$ cat src/rtl/tlc_pkg.sv
// Shared types and switch/button bit assignments for the traffic-light
// input-conditioning stage.
package tlc_pkg;

    typedef enum logic [1:0] {
        LOW_STABLE  = 2'b00,
        RISE_WAIT   = 2'b01,
        HIGH_STABLE = 2'b10,
        FALL_WAIT   = 2'b11
    } db_state_t;

    localparam int SW_NS_HI   = 7;
    localparam int SW_NS_LO   = 5;
    localparam int SW_PED_HI  = 4;
    localparam int SW_PED_LO  = 3;
    localparam int SW_EW_HI   = 2;
    localparam int SW_EW_LO   = 0;
    localparam int BTN_DOWN   = 2;
    localparam int BTN_CENTER = 4;

endpackage

$ cat src/rtl/tlc_input_cond_debounce_bit.sv
// One input bit: multi-flop synchroniser followed by a four-state debounce
// FSM; db is the accepted level and rise pulses for one cycle when db rises.
module debounce_bit
    import tlc_pkg::*;
#(
    parameter int SYNC_STAGES     = 2,
    parameter int DEBOUNCE_CYCLES = 1000000
) (
    input  logic clk,
    input  logic reset_n,
    input  logic raw,
    output logic db,
    output logic rise
);

    localparam int CW = (DEBOUNCE_CYCLES > 1) ? $clog2(DEBOUNCE_CYCLES) : 1;
    localparam logic [CW-1:0] CNT_LAST = CW'(DEBOUNCE_CYCLES - 1);

    logic [SYNC_STAGES-1:0] sync_q;
    logic                   s;
    db_state_t              state_q, state_d;
    logic [CW-1:0]          cnt_q, cnt_d;
    logic                   rise_q, rise_d;

    // NOTE: sequential state uses non-blocking assignments so every flop
    // samples pre-edge values regardless of statement order.
    always_ff @(posedge clk or negedge reset_n) begin
        if (!reset_n) begin
            sync_q  <= '0;
            state_q <= LOW_STABLE;
            cnt_q   <= '0;
            rise_q  <= 1'b0;
        end else begin
            sync_q  <= {sync_q[SYNC_STAGES-2:0], raw};
            state_q <= state_d;
            cnt_q   <= cnt_d;
            rise_q  <= rise_d;
        end
    end

    assign s = sync_q[SYNC_STAGES-1];

    // NOTE: defaults first, so every path assigns every output and no latch
    // is inferred.
    always_comb begin
        state_d = state_q;
        cnt_d   = cnt_q;
        rise_d  = 1'b0;
        case (state_q)
            LOW_STABLE: if (s) begin
                state_d = RISE_WAIT;
                cnt_d   = '0;
            end
            RISE_WAIT: begin
                if (!s) begin
                    state_d = LOW_STABLE;
                end else if (cnt_q == CNT_LAST) begin
                    state_d = HIGH_STABLE;
                    rise_d  = 1'b1;
                end else begin
                    cnt_d = cnt_q + CW'(1);
                end
            end
            HIGH_STABLE: if (!s) begin
                state_d = FALL_WAIT;
                cnt_d   = '0;
            end
            FALL_WAIT: begin
                if (s) begin
                    state_d = HIGH_STABLE;
                end else if (cnt_q == CNT_LAST) begin
                    state_d = LOW_STABLE;
                end else begin
                    cnt_d = cnt_q + CW'(1);
                end
            end
            default: state_d = LOW_STABLE;
        endcase
    end

    // Decoded straight from the state flops: db changes only on a clock edge.
    assign db   = (state_q == HIGH_STABLE) || (state_q == FALL_WAIT);
    assign rise = rise_q;

endmodule

$ cat src/rtl/tlc_input_cond.sv
// Board switch/button conditioning: per-bit debounce plus derivation of the
// controller inputs car_ns, car_ew, the sticky ped_req and timer controls.
module tlc_input_cond
    import tlc_pkg::*;
#(
    parameter int DEBOUNCE_CYCLES = 1000000,
    parameter int SYNC_STAGES     = 2,
    parameter int N_SW            = 8,
    parameter int N_BTN           = 5
) (
    input  logic             clk,
    input  logic             reset_n,
    input  logic [N_SW-1:0]  sw_raw,
    input  logic [N_BTN-1:0] btn_raw,
    input  logic             ped_ack,
    output logic [N_SW-1:0]  sw_db,
    output logic [N_BTN-1:0] btn_db,
    output logic [N_BTN-1:0] btn_press,
    output logic             car_ns,
    output logic             car_ew,
    output logic             ped_req,
    output logic             timer_rst,
    output logic             timer_load
);

    logic [N_SW-1:0] sw_rise_unused;
    logic            ped_or;
    logic            ped_or_q;
    logic            ped_req_q, ped_req_d;

    for (genvar i = 0; i < N_SW; i++) begin : g_sw
        debounce_bit #(
            .SYNC_STAGES    (SYNC_STAGES),
            .DEBOUNCE_CYCLES(DEBOUNCE_CYCLES)
        ) u_db (
            .clk    (clk),
            .reset_n(reset_n),
            .raw    (sw_raw[i]),
            .db     (sw_db[i]),
            .rise   (sw_rise_unused[i])
        );
    end

    for (genvar i = 0; i < N_BTN; i++) begin : g_btn
        debounce_bit #(
            .SYNC_STAGES    (SYNC_STAGES),
            .DEBOUNCE_CYCLES(DEBOUNCE_CYCLES)
        ) u_db (
            .clk    (clk),
            .reset_n(reset_n),
            .raw    (btn_raw[i]),
            .db     (btn_db[i]),
            .rise   (btn_press[i])
        );
    end

    assign car_ns     = |sw_db[SW_NS_HI:SW_NS_LO];
    assign car_ew     = |sw_db[SW_EW_HI:SW_EW_LO];
    assign timer_rst  = btn_db[BTN_DOWN];
    assign timer_load = btn_press[BTN_CENTER];
    assign ped_or     = |sw_db[SW_PED_HI:SW_PED_LO];

    // Edge-triggered set so a held switch cannot re-arm after an ack;
    // set is applied last so it wins over a coincident ack.
    always_comb begin
        ped_req_d = ped_req_q;
        if (ped_ack) ped_req_d = 1'b0;
        if (ped_or && !ped_or_q) ped_req_d = 1'b1;
    end

    always_ff @(posedge clk or negedge reset_n) begin
        if (!reset_n) begin
            ped_or_q  <= 1'b0;
            ped_req_q <= 1'b0;
        end else begin
            ped_or_q  <= ped_or;
            ped_req_q <= ped_req_d;
        end
    end

    assign ped_req = ped_req_q;

endmodule

$ cat config.mk
export PLATFORM = sky130hd
export DESIGN_NAME = tlc_input_cond
export DESIGN_NICKNAME = d
export VERILOG_FILES = /design/src/rtl/tlc_pkg.sv /design/src/rtl/tlc_input_cond_debounce_bit.sv /design/src/rtl/tlc_input_cond.sv
export SDC_FILE = /design/constraint.sdc
export NUM_CORES = 1
export LEC_CHECK = 0
export ABC_AREA = 1
export CORE_MARGIN = 2
export CORE_UTILIZATION = 40
export DETAILED_ROUTE_END_ITERATION = 10
export PLACE_DENSITY = 0.55
export SYNTH_ARGS = -nofsm -noshare
export SYNTH_HDL_FRONTEND = slang
export SYNTH_HIERARCHICAL = 1
export SYNTH_SLANG_ARGS = --single-unit
$ cat constraint.sdc
create_clock -name clk -period 2.7 [get_ports clk]
set_input_delay 0.675 -clock clk [delete_from_list [all_inputs] [get_ports clk]]
set_output_delay 0.675 -clock clk [all_outputs]
set_load 0.03 [all_outputs]
==> run metrics, run 1 <==
# DRC=0; outcome=finished, final reports clean; crit path time final=2.44 ns; row count=80; Skew-Pair Late Insertion Delay=0.56 ns; hold buffer count at CTS=0; largest net degree at the start of global routing=63; CP Max Fanout=5; Post-CTS Setup Inserts=0; global route total overflow=0; power per cell area=514 nW/um^2; Buffers on Ports=38; switching share of total power=23.5%; CP Launch Type=register; RR Startpoint=g_btn[0].u_db/cnt_q[0]; Worst Tran Pin Value=0.573 ns; syn nets=2695; synth warn=6; Static Leak=8.83 nW; Area growth, synth to finish=12.2%; Int Pwr=8.46 mW; r2r worst-path depth=8; Die Span X=223 um; Max IR drop VDD=0.000512 V; CTS sink cnt=319; Final nets=2746; I/O pins=39; Iter 0 DRT Violations=1011; CTS tree=yes; vias=16500; layout cells sized above 1=6.18%; Antenna Nets Post-Route=0; Root Driver=clkbuf_16; H-tree depth=2; Worst setup EP type=output pin; crit path capture=car_ns; vias in the first global route=15600; Critical Path AT=1.77 ns; # setup viols final=0; Core ar.=47500 sq um; final setup TNS=0 ns; slew margin rel.=61.8%; post-synthesis instance area=19200 sq um; final-report max-slew violation count=0; RSZ-0062 raised after global routing=false; cts bufs inserted=40; Flop pwr share=45.4%; DIE AREA=49700 sq um; final WL=42700 um; FILL cells=4756; clk_skew=0.0113 ns; detailed placement HPWL=30700 um; RD Place Congestion=0.889; Die H=223 um; Tot GR Track Use=17.6%; Final Hold Vio Count=0; RR Endpoint=g_btn[0].u_db/cnt_q[13]; combinational group share of total power=4.3%; max-cap viol count=0; Post-Synthesis Cells=2666; fin crit share=90.5%; pre-CTS WS=0.653 ns; WL/cell=12.7 um; first-pass GRT wire length=74400 um; CTS Buffer Depth=3; Starting Density=40.3%; Achievable Freq=409 MHz; Worst EP required=2.03 ns; Hold WC Path Type=in2async; NetSw=2.60 mW; initial antenna violation count=2; Clock power frac=50.2%; Worst R2R Setup Slack=0.76 ns; CTS clk-pin slew, worst paths=0.06 ns; drt via density=4.90; TritonRoute pass-1 iters=6; Setup CP Type=reg2out; Final WS setup=0.255 ns; syn avg cell area=7.19 sq um
layer usage:
layer | vias up | GRT usage (%) | wire length (um) | part of all wire (%)
li1 | 8562 | - | - | -
met5 | - | 0 | 0 | 0
met2 | 251 | 28.4 | 19000 | 45
met3 | 53 | 2.57 | 1510 | 3.5
met4 | 0 | 5.24 | 847 | 2.0
met1 | 7610 | 24.7 | 21300 | 50
metrics by stage:
step | std cells | total power, mW | instance area [sq um] | util (%) | hold slack (ns)
2_1_floorplan | 2666 | 5.38 | 19200 | - | 0.331
3_3_place_gp | 3290 | 5.59 | 20100 | 42.3 | 0.332
3_5_place_dp | 3290 | 5.60 | 20100 | 42.3 | 0.335
4_1_cts | 3364 | 11.3 | 21500 | 45.2 | 0.0764
5_1_grt | 3364 | 11.6 | 21500 | 45.2 | 0.104
6_report | 3365 | 11.1 | 21500 | 45.2 | 0.0774
power groups by stage:
stage | Clock, mW | Combinational, mW | Sequential, mW
floorplan | 0 | 0.312 | 5.07
global placement | 0 | 0.484 | 5.10
detailed placement | 0 | 0.493 | 5.11
CTS | 5.78 | 0.495 | 5.02
global route | 5.96 | 0.558 | 5.04
finish | 5.56 | 0.479 | 5.03
worst min path at each step:
stage	startpoint	end	slack [ns]	cells past startpoint
finish	reset_n	asynchronous set/reset pin	0.08	1
global route	reset_n	asynchronous set/reset pin	0.10	1
CTS	reset_n	asynchronous set/reset pin	0.08	1
detailed placement	g_sw[2].u_db/sync_q[0]	g_sw[2].u_db/sync_q[1]	0.33	0
global placement	g_sw[6].u_db/sync_q[0]	g_sw[6].u_db/sync_q[1]	0.33	0
floorplan	g_btn[0].u_db/sync_q[0]	g_btn[0].u_db/sync_q[1]	0.33	0
cell type report:
cell class	instances	area (sq um)	share of cell area [%]
multi-input cells	2133	10200	47.3
flip-flops and latches	319	7980	37.1
clock buffers	59	1180	5.50
well taps	615	769	3.58
inverters	173	649	3.02
repair buffers	50	553	2.57
clock inverters	15	198	0.919
diodes	1	2.50	0.0116
placed cells by master (no fill, tap or decap):
master	count
nand2_4	13
or2_2	13
buf_12	6
o21ai_2	23
clkbuf_16	41
nor2_1	437
clkbuf_8	9
nand2_2	12
dfrtp_1	319
buf_4	6
inv_6	2
clkinv_4	2
o21ai_0	126
clkbuf_1	9
clkinv_2	4
nand4_1	1
clkdlybuf4s50_1	36
diode_2	1
nand3_1	249
nand3b_1	39
or2_1	1
nor4_1	5
dlymetal6s2s_1	1
o21ai_1	47
nand2_1	902
nor3_2	1
nor2_2	5
clkinvlp_4	3
xnor2_1	52
nand3_2	25
bufinv_16	4
and2_1	39
ha_1	13
xor2_1	104
buf_8	1
nor3_1	26
inv_1	173
registers in the layout (all words and copies together), names as in the netlist, named ones only:
| signal | count |
|---|---|
| g_btn.u_db/rise | 5 |
| g_btn.u_db/cnt_q | 100 |
| ped_req | 1 |
| g_btn.u_db/state_q | 5 |
| g_btn.u_db/sync_q | 10 |
| g_sw.u_db/sync_q | 16 |
| ped_or_q | 1 |
| g_sw.u_db/cnt_q | 160 |
| g_sw.u_db/state_q | 8 |
worst max-delay path, cell delays in order (launching register included):
cell	delay, ns
dfrtp_1	0.42
nor2_1	0.15
nand2_1	0.07
clkdlybuf4s50_1	0.59
what timing repair did:
item	4_1_cts	5_1_grt
resized for setup	0	1
hold endpoints to repair	0	0
endpoints found under the setup margin	0	1
No activity file was read; power rests on OpenSTA's default activity.
==> run 2: changes to the inputs <==
- HOLD_SLACK_MARGIN: unset -> 0.03
==> results of run 2 <==
Same layout as run 1: the final DEF is identical, and so are final timing and power.
